**src/rtl/mbl_pkg.sv**
```systemverilog
// -----------------------------------------------------------------------------
// mbl_pkg
// Shared types for the packet receiver:
//   state_e - receive FSM states (IDLE, IN_PKT, DROP)
//   beat_t  - one buffered stream beat {sof, eof, data[31:0]}
//   BEAT_W  - width of beat_t in bits (buffer entry width)
// -----------------------------------------------------------------------------
package mbl_pkg;

    typedef enum logic [1:0] {
        IDLE   = 2'd0,
        IN_PKT = 2'd1,
        DROP   = 2'd2
    } state_e;

    typedef struct packed {
        logic        sof;
        logic        eof;
        logic [31:0] data;
    } beat_t;

    localparam int BEAT_W = $bits(beat_t);

endpackage

```
**src/rtl/autoinst_mplist_mbl_if.sv**
```systemverilog
// -----------------------------------------------------------------------------
// autoinst_mplist_mbl_if
// Valid/ready beat stream.
//   data[31:0], sof, eof, valid : driven by the master
//   ready                       : driven by the slave
// Modports:
//   master - produces beats (data/sof/eof/valid out, ready in)
//   slave  - consumes beats (data/sof/eof/valid in, ready out)
// -----------------------------------------------------------------------------
interface autoinst_mplist_mbl_if;

    logic [31:0] data;
    logic        sof;
    logic        eof;
    logic        valid;
    logic        ready;

    modport master (output data, output sof, output eof, output valid, input ready);
    modport slave  (input data, input sof, input eof, input valid, output ready);

endinterface

```
**src/rtl/mbl_sync_fifo.sv**
```systemverilog
// -----------------------------------------------------------------------------
// mbl_sync_fifo
// Single-clock FIFO, DEPTH entries (power of 2, >= 2) of WIDTH bits.
// Ports:
//   clk, rst_n  - clock, asynchronous active-low reset (empties the FIFO)
//   push, wdata - write request / data (ignored when full)
//   pop         - read request (ignored when empty)
//   rdata       - head entry; forced to zero while empty
//   full, empty - status from registered occupancy
// -----------------------------------------------------------------------------
module mbl_sync_fifo #(
    parameter int DEPTH = 16,
    parameter int WIDTH = 34
) (
    input  logic             clk,
    input  logic             rst_n,
    input  logic             push,
    input  logic [WIDTH-1:0] wdata,
    input  logic             pop,
    output logic [WIDTH-1:0] rdata,
    output logic             full,
    output logic             empty
);

    localparam int AW = $clog2(DEPTH);
    localparam logic [AW:0]   FULL_CNT = DEPTH[AW:0];
    localparam logic [AW:0]   CNT_ONE  = 1;
    localparam logic [AW-1:0] PTR_ONE  = 1;

    logic [WIDTH-1:0] mem [DEPTH];
    logic [AW-1:0]    wr_ptr_q;
    logic [AW-1:0]    rd_ptr_q;
    logic [AW:0]      count_q;
    logic             do_push;
    logic             do_pop;

    assign full    = (count_q == FULL_CNT);
    assign empty   = (count_q == '0);
    assign do_push = push && !full;
    assign do_pop  = pop && !empty;

    // Storage carries no reset; validity is tracked by the pointers/count.
    always_ff @(posedge clk) begin
        if (do_push) begin
            mem[wr_ptr_q] <= wdata;
        end
    end

    always_ff @(posedge clk or negedge rst_n) begin
        if (!rst_n) begin
            wr_ptr_q <= '0;
            rd_ptr_q <= '0;
            count_q  <= '0;
        end else begin
            if (do_push) begin
                wr_ptr_q <= wr_ptr_q + PTR_ONE;
            end
            if (do_pop) begin
                rd_ptr_q <= rd_ptr_q + PTR_ONE;
            end
            unique case ({do_push, do_pop})
                2'b10:   count_q <= count_q + CNT_ONE;
                2'b01:   count_q <= count_q - CNT_ONE;
                default: count_q <= count_q;
            endcase
        end
    end

    // Zero the head while empty so stale storage never reaches the outputs.
    assign rdata = empty ? '0 : mem[rd_ptr_q];

endmodule

```
**src/rtl/mbl_pkt_rx.sv**
```systemverilog
// -----------------------------------------------------------------------------
// mbl_pkt_rx
// Packet receiver: checks sof/eof framing of the upstream stream, repairs or
// drops malformed traffic, and buffers well-formed packets for downstream.
// Ports:
//   clk, rst_n  - clock, asynchronous active-low reset
//   in_if       - upstream stream (slave): ready = buffer not full
//   out_if      - downstream stream (master): head of the buffer
//   pkt_cnt     - packets written to the buffer (wraps at 16 bits)
//   err_orphan  - pulse: beat without sof accepted outside a packet
//   err_sof     - pulse: sof seen inside a packet (sof stripped)
//   err_len     - pulse: packet truncated at MAX_LEN beats
// Pulses and pkt_cnt are registered: they appear the cycle after the beat
// that caused them is accepted.
// -----------------------------------------------------------------------------
module mbl_pkt_rx
    import mbl_pkg::*;
#(
    parameter int DEPTH   = 16,
    parameter int MAX_LEN = 256
) (
    input  logic                  clk,
    input  logic                  rst_n,
    autoinst_mplist_mbl_if.slave  in_if,
    autoinst_mplist_mbl_if.master out_if,
    output logic [15:0]           pkt_cnt,
    output logic                  err_orphan,
    output logic                  err_sof,
    output logic                  err_len
);

    // Wide enough to hold MAX_LEN itself, so the count never wraps in a packet.
    localparam int LEN_W = $clog2(MAX_LEN + 1);
    localparam logic [LEN_W-1:0] MAX_LEN_C = LEN_W'(MAX_LEN);
    localparam logic [LEN_W-1:0] LEN_ONE   = LEN_W'(1);

    state_e           state_q, state_d;
    logic [LEN_W-1:0] len_q, len_d;
    logic [LEN_W-1:0] len_inc;
    logic [15:0]      pkt_cnt_q, pkt_cnt_d;
    logic             err_orphan_q, err_orphan_d;
    logic             err_sof_q, err_sof_d;
    logic             err_len_q, err_len_d;
    logic             pkt_done;
    logic             accept;
    logic             wr_en;
    beat_t            wr_beat;
    beat_t            rd_beat;
    logic             fifo_full;
    logic             fifo_empty;

    // ready depends only on registered occupancy, never on valid.
    assign in_if.ready = !fifo_full;
    assign accept      = in_if.valid && !fifo_full;
    assign len_inc     = len_q + LEN_ONE;

    always_comb begin
        state_d      = state_q;
        len_d        = len_q;
        pkt_done     = 1'b0;
        wr_en        = 1'b0;
        err_orphan_d = 1'b0;
        err_sof_d    = 1'b0;
        err_len_d    = 1'b0;
        wr_beat.sof  = in_if.sof;
        wr_beat.eof  = in_if.eof;
        wr_beat.data = in_if.data;

        if (accept) begin
            unique case (state_q)
                IDLE: begin
                    if (!in_if.sof) begin
                        err_orphan_d = 1'b1;
                    end else begin
                        wr_en = 1'b1;
                        if (in_if.eof) begin
                            pkt_done = 1'b1;
                        end else begin
                            len_d   = LEN_ONE;
                            state_d = IN_PKT;
                        end
                    end
                end
                IN_PKT: begin
                    // A stray sof is reported and stripped; the beat then
                    // continues the current packet.
                    wr_en       = 1'b1;
                    wr_beat.sof = 1'b0;
                    err_sof_d   = in_if.sof;
                    if (in_if.eof) begin
                        pkt_done = 1'b1;
                        len_d    = '0;
                        state_d  = IDLE;
                    end else if (len_inc == MAX_LEN_C) begin
                        // Close the packet here and swallow the rest of it.
                        wr_beat.eof = 1'b1;
                        pkt_done    = 1'b1;
                        err_len_d   = 1'b1;
                        len_d       = '0;
                        state_d     = DROP;
                    end else begin
                        len_d = len_inc;
                    end
                end
                DROP: begin
                    if (in_if.eof) begin
                        state_d = IDLE;
                    end
                end
                default: begin
                    state_d = IDLE;
                    len_d   = '0;
                end
            endcase
        end

        pkt_cnt_d = pkt_cnt_q + 16'(pkt_done);
    end

    always_ff @(posedge clk or negedge rst_n) begin
        if (!rst_n) begin
            state_q      <= IDLE;
            len_q        <= '0;
            pkt_cnt_q    <= '0;
            err_orphan_q <= 1'b0;
            err_sof_q    <= 1'b0;
            err_len_q    <= 1'b0;
        end else begin
            state_q      <= state_d;
            len_q        <= len_d;
            pkt_cnt_q    <= pkt_cnt_d;
            err_orphan_q <= err_orphan_d;
            err_sof_q    <= err_sof_d;
            err_len_q    <= err_len_d;
        end
    end

    mbl_sync_fifo #(
        .DEPTH (DEPTH),
        .WIDTH (BEAT_W)
    ) u_fifo (
        .clk   (clk),
        .rst_n (rst_n),
        .push  (wr_en),
        .wdata (wr_beat),
        .pop   (out_if.ready),
        .rdata (rd_beat),
        .full  (fifo_full),
        .empty (fifo_empty)
    );

    assign out_if.valid = !fifo_empty;
    assign out_if.sof   = rd_beat.sof;
    assign out_if.eof   = rd_beat.eof;
    assign out_if.data  = rd_beat.data;

    assign pkt_cnt    = pkt_cnt_q;
    assign err_orphan = err_orphan_q;
    assign err_sof    = err_sof_q;
    assign err_len    = err_len_q;

endmodule
```
**src/flat_wrapper.sv**
```systemverilog
// flat-port wrapper written by rule: the top's interface ports become plain ports
module mbl_pkt_rx_flat import mbl_pkg::*;
#(
    parameter int DEPTH   = 16,
    parameter int MAX_LEN = 256
)
  (clk, rst_n, pkt_cnt, err_orphan, err_sof, err_len, in_if_data, in_if_sof, in_if_eof, in_if_valid, in_if_ready, out_if_data, out_if_sof, out_if_eof, out_if_valid, out_if_ready);
  autoinst_mplist_mbl_if in_if_i ();
  autoinst_mplist_mbl_if out_if_i ();
  input  logic clk;
  input  logic rst_n;
  output logic [15:0] pkt_cnt;
  output logic err_orphan;
  output logic err_sof;
  output logic err_len;
  input wire logic [$bits(in_if_i.data)-1:0] in_if_data;
  input wire logic [$bits(in_if_i.sof)-1:0] in_if_sof;
  input wire logic [$bits(in_if_i.eof)-1:0] in_if_eof;
  input wire logic [$bits(in_if_i.valid)-1:0] in_if_valid;
  output wire logic [$bits(in_if_i.ready)-1:0] in_if_ready;
  output wire logic [$bits(out_if_i.data)-1:0] out_if_data;
  output wire logic [$bits(out_if_i.sof)-1:0] out_if_sof;
  output wire logic [$bits(out_if_i.eof)-1:0] out_if_eof;
  output wire logic [$bits(out_if_i.valid)-1:0] out_if_valid;
  input wire logic [$bits(out_if_i.ready)-1:0] out_if_ready;
  assign in_if_i.data = in_if_data;
  assign in_if_i.sof = in_if_sof;
  assign in_if_i.eof = in_if_eof;
  assign in_if_i.valid = in_if_valid;
  assign in_if_ready = in_if_i.ready;
  assign out_if_data = out_if_i.data;
  assign out_if_sof = out_if_i.sof;
  assign out_if_eof = out_if_i.eof;
  assign out_if_valid = out_if_i.valid;
  assign out_if_i.ready = out_if_ready;
  mbl_pkt_rx #(.DEPTH(DEPTH), .MAX_LEN(MAX_LEN)) u_core (.clk(clk), .rst_n(rst_n), .in_if(in_if_i), .out_if(out_if_i), .pkt_cnt(pkt_cnt), .err_orphan(err_orphan), .err_sof(err_sof), .err_len(err_len));
endmodule
```
**config.mk**
```make
export PLATFORM = sky130hd
export DESIGN_NAME = mbl_pkt_rx_flat
export DESIGN_NICKNAME = d
export VERILOG_FILES = /design/src/rtl/mbl_pkg.sv /design/src/rtl/autoinst_mplist_mbl_if.sv /design/src/rtl/mbl_sync_fifo.sv /design/src/rtl/mbl_pkt_rx.sv /design/src/flat_wrapper.sv
export SDC_FILE = /design/constraint.sdc
export NUM_CORES = 1
export LEC_CHECK = 0
export BUFFER_PORTS_ARGS = -buffer_cell sky130_fd_sc_hd__buf_4
export CORE_MARGIN = 2
export CORE_UTILIZATION = 60
export CTS_BUF_LIST = sky130_fd_sc_hd__clkbuf_16
export DETAILED_ROUTE_END_ITERATION = 10
export PLACE_DENSITY = 0.78
export SYNTH_ARGS = -nofsm -noshare
export SYNTH_HDL_FRONTEND = slang
export SYNTH_SLANG_ARGS = --single-unit
export TNS_END_PERCENT = 30
```
**constraint.sdc**
```tcl
create_clock -name clk -period 10.1 [get_ports clk]
set_input_delay 2.02 -clock clk [delete_from_list [all_inputs] [get_ports clk]]
set_output_delay 2.02 -clock clk [all_outputs]
set_load 0.02 [all_outputs]
```
== Word level (Yosys, flattened, before mapping) ==
Memories as Yosys holds them, arrays and structs flattened.
Index checks and enable logic that the tools add are counted.
Word-level totals
  register bits: 43
  memory bits (writable): 544
  input port bits: 38
  output and inout port bits: 55
  word-level logic and storage cells: 71
  memories: 1
Memory list
  u_core.u_fifo.mem: words 16, width 34, rd ports 1, clocked after Yosys merged registers in 0, write ports 1, line mbl_sync_fifo.sv:30  | logic [WIDTH-1:0] mem [DEPTH];
Cells by class
  add/sub/neg operators: 6
  equality and inequality tests: 10
  multiplexer cells: 34
  bitwise operators: 1
  reductions and logical operators: 10
Operator list (count)
  9-bit 2-to-1 mux: 4
  34-bit 2-to-1 mux: 1
  9-bit case mux with 3 select lines: 1
  1-bit 2-to-1 mux: 17
  16-bit by 1-bit adder with 16-bit output: 1
  2-bit 2-to-1 mux: 7
  5-bit case mux with 2 select lines: 1
  9-bit by 1-bit adder with 9-bit output (second input constant): 1
  9-bit == test (second input constant): 1
  4-bit by 1-bit adder with 4-bit output (second input constant): 2
  2-bit != test (second input constant): 3
  2-bit case mux with 3 select lines: 1
  5-bit by 1-bit adder with 5-bit output (second input constant): 1
  5-bit == test (second input constant): 1
  5-bit zero test: 1
  5-bit AND reduction: 1
  5-bit by 1-bit subtractor with 5-bit output (second input constant): 1
  2-bit by 1-bit == test with 1-bit output (second input constant): 2
  2-bit == test (second input constant): 2
  1-bit case mux with 2 select lines: 2
  4-bit AND reduction: 1
  1-bit logical AND: 3
  3-bit by 2-bit != test with 1-bit output (second input constant): 1
  1-bit zero test: 2
  3 further kinds: 3

== Logic depth before layout (Yosys ltp) ==
  word-level depth: 7
  depth in mapped cells: 12

== Hierarchy ==
Synthesis repeated with hierarchy kept, for this count alone.
Unflattened totals
  cell total of the unflattened synthesis: 1122
  area total of the unflattened synthesis: 23145.9 sq um
Modules (own cells, without submodules)
  mbl_sync_fifo: instances 1, cells each 972, area an instance 21649.5 sq um
  mbl_pkt_rx: instances 1, cells each 150, area an instance 1496.4 sq um

== Least setup slack after synthesis ==
OpenSTA, ideal clock, no wires.
  path kind: input-to-reg
  start: input port in_if_sof
  end: memory u_core.u_fifo.mem[0][0] (enable)
  setup time: 510 ps
  data arrival time: 5998 ps
  path slack: 3591 ps
  stages on the path: 4
  path through: nor2_1 > a2111oi_4 > inv_4 > nor4_1
On the way
  longest elaborated chain between the ends: 6
RTL lines
  start: declaration: line flat_wrapper.sv:17  | input wire logic [$bits(in_if_i.sof)-1:0] in_if_sof;
  1-bit 2-to-1 mux: line mbl_pkt_rx.sv:72  | if (!in_if.sof) begin
  1-bit case mux with 2 select lines: line mbl_pkt_rx.sv:70  | unique case (state_q)
  1-bit 2-to-1 mux: line mbl_pkt_rx.sv:69  | if (accept) begin
  1-bit logical AND: line mbl_sync_fifo.sv:39  | assign do_push = push && !full;
  1-bit 2-to-1 mux: line mbl_sync_fifo.sv:44  | if (do_push) begin
  1-bit 2-to-1 mux (not written as such): line mbl_sync_fifo.sv:45  | mem[wr_ptr_q] <= wdata;
  end: declaration: line mbl_sync_fifo.sv:30
Every way passes these cells.

== Final worst setup path ==
  start: register u_core.u_fifo.rd_ptr_q[1]
  end: output port out_if_eof
On the way
  longest elaborated chain between the ends: 2
RTL lines
  start: declaration: line mbl_sync_fifo.sv:32  | logic [AW-1:0] rd_ptr_q;
  start signal: assignment: line mbl_sync_fifo.sv:59  | rd_ptr_q <= rd_ptr_q + PTR_ONE;
  memory 16 x 34 bit
  34-bit 2-to-1 mux: line mbl_sync_fifo.sv:70  | assign rdata = empty ? '0 : mem[rd_ptr_q];
  end: declaration: line flat_wrapper.sv:23  | output wire logic [$bits(out_if_i.eof)-1:0] out_if_eof;
Every way passes these cells.

==> results.cfg <==
[run_status]
status = completed

[hold_path]
hold_depth = 1
hp-class = reg2reg

[timing]
setup_viol = 0
fmax_mhz = 175
rsz0062_at_grt = no
period_share_pct = 56.7
worst_pin_slew_ns = 1.14
slew_violations = 0
max_slew_margin_pct = 24.2
fin_setup_tns_ns = 0
fin_skew_ns = 0.0118
finalHoldViolCount = 0
finalCriticalPeriod_ns = 5.73

[pwr]
p_int_uw = 4940
power_frac_comb_pct = 30.0
leakagePower_uw = 0.00869
switching_share_pct = 30.9
p_sw_uw = 2210
clkPwrFrac_pct = 26.1
sequentialPowerShare_pct = 43.9
p_per_area_nw_per_um2 = 275
ir_drop_mv = 0.167

[final_layout]
fin_util_pct = 68.8
fin_nets = 1243
area_growth_pct = 13.2
final_area_um2 = 25900
drive_above_1_share_pct = 28.8
diodes = 0

[clock_network]
cts_root_buf = clkbuf_16
clk_path_buf_depth = 3
cts_made_buffers = 54
cts_sinks = 587
cts_resized = 0
postCtsSetupRepairBufs = 0
clk_latency_ns = 0.58
clkSlewWorstSetupHoldPaths_ns = 0.06
cts_tree = built
cts_hold_buf = 0
htreeDepth = 2

[global_route]
track_usage_pct = 24.0
grt_max_degree = 93
grt_pass1_vias = 11200
grt.overflow.total = 0
antenna_found_initial = 0
grt_pass1_wl_um = 68800

[logic_synthesis]
synthCells = 1072
synth-edff-count = 544
synth_top_area_share_pct = 71.3
synth-seq-cells = 587
synth_flop_cell = edfxtp_1
synth_common_cells = edfxtp_1, mux4_2, mux2i_1
ys.warnings.count = 0
yosysMostFrequentCell = edfxtp_1
syn-num-nets = 1123
syn-cell-area_um2 = 22900
yosysSeqAreaShare_pct = 76.0
async_flop_share_pct = 7.33
ys_types = 52
synthTopCellsByArea = edfxtp_1, mux4_2, dfrtp_1
synth_area_leader_cell = edfxtp_1
avgSynthCellArea_um2 = 21.4

[setup_path]
reg2reg_depth = 5
critPathMaxFanout = 71
startpoint_type = register
worstPathRequired_ns = 8.08
cp-end-kind = primary output
rrSetupSlack_ns = 6.55
arrival_ns = 3.71
critPathKind = reg2out

[floorplan]
initial_core_util_pct = 60.8
die_h_um = 199
io_pins = 93
die_area_um2 = 39800
core_um2 = 37700
fp-row-count = 71
dieWidth_um = 199

[flow_run]
drv_cap = 0

[route]
ant_nets = 0
drc = 0
first_iter_violations = 910
wirelength_um = 46200
wire_per_inst_um = 26.5
vias_per_cell = 6.29
vias = 11000
dr.pass1.iters = 5

[placed_design]
dpl_cell_area_um2 = 24300
hpwl_um = 23800
place.port_buffers = 92
gp_congestion = 0.789
## power groups by stage
| stage | combinational, µW | clock [µW] | sequential [µW] |
|---|---|---|---|
| after global routing | 2290 | 1990 | 3160 |
| after detailed placement | 2150 | 0 | 3180 |
| after CTS | 2170 | 1900 | 3140 |
| after global placement | 2120 | 0 | 3170 |
| final | 2140 | 1870 | 3130 |
| after floorplan | 1590 | 0 | 3020 |
## worst max-delay path, cell delays in order (launching register included)
cell,delay (ns)
dfrtp_4,1.10
buf_4,0.91
mux4_2,0.41
mux2i_1,0.20
o22ai_1,0.19
buf_4,0.28
## sequential cells by signal, summed over array words and instances (netlist names)
name and count:
u_core.u_fifo.mem 544, u_core.state_q 2, u_core.u_fifo.rd_ptr_q 4, u_core.u_fifo.wr_ptr_q 4, u_core.err_orphan 1, u_core.err_len 1
u_core.err_sof 1, u_core.pkt_cnt 16, u_core.u_fifo.count_q 5, u_core.len_q 9
## kinds of logic (layout without fill, tap and decap cells)
group,count (synthesis),after routing,share of synthesized area [%]
flip-flops,587,587,76.0
multiplexers,205,205,16.4
AND/OR/NAND/NOR,105,105,2.50
buffers and inverters,69,233,1.28
AO/OA/AOI/OAI,67,67,2.10
XOR/XNOR,26,26,0.994
adder cells (fa/ha/maj),13,13,0.743
## layout by cell type, fill, tap and decap left out, types with 9 or more instances in the layout
master     count
o21ai_0       13
clkinv_1      20
edfxtp_1     544
clkinv_2      10
nand3_1       12
xnor2_1       17
nand2_1       26
xor2_1         9
mux4_2       136
dfrtp_1       40
nor2_1        12
buf_4        115
clkbuf_16     55
mux2i_1       68
ha_1          12
inv_1         26
o22ai_1       34
## area by class of cell
cell class,count,area [µm²]
multi-input cells,416,5290
inverters,17,66.3
repair buffers,116,883
clock inverters,45,248
flip-flops and latches,587,17400
well taps,511,639
fillers,2343,11700
clock buffers,55,1380
## routing by layer
| layer | routed length [µm] | global-route usage (%) |
|---|---|---|
| met3 | 2700 | 3.75 |
| met1 | 18700 | 33.2 |
| met2 | 24100 | 40.6 |
| met4 | 829 | 6.56 |
| met5 | 0 | 0 |
## final timing paths
kind | startpoint | endpoint
setup / recovery | u_core.u_fifo.rd_ptr_q[1]$_DFFE_PN0P_ | out_if_eof
hold / removal | u_core.pkt_cnt[15]$_DFF_PN0_ | u_core.pkt_cnt[15]$_DFF_PN0_
setup reg to reg | u_core.state_q[0]$_DFFE_PN0P_ | u_core.u_fifo.mem[7][31]$_DFFE_PP_
hold reg to reg | u_core.pkt_cnt[15]$_DFF_PN0_ | u_core.pkt_cnt[15]$_DFF_PN0_
max in group asynchronous | rst_n | u_core.u_fifo.rd_ptr_q[3]$_DFFE_PN0P_
min in group asynchronous | rst_n | u_core.err_len$_DFF_PN0_
## through the flow
step                setup WS, ns  power, µW  hold WS, ns  instances
floorplan                   3.59       4620        0.478       1072
global placement            4.94       5290        0.458       1647
detailed placement          4.94       5340        0.466       1647
CTS                         4.33       7200        0.478       1747
global route                4.17       7440        0.496       1747
finish                      4.37       7140        0.475       1747
(Power assumes the default switching activity.)
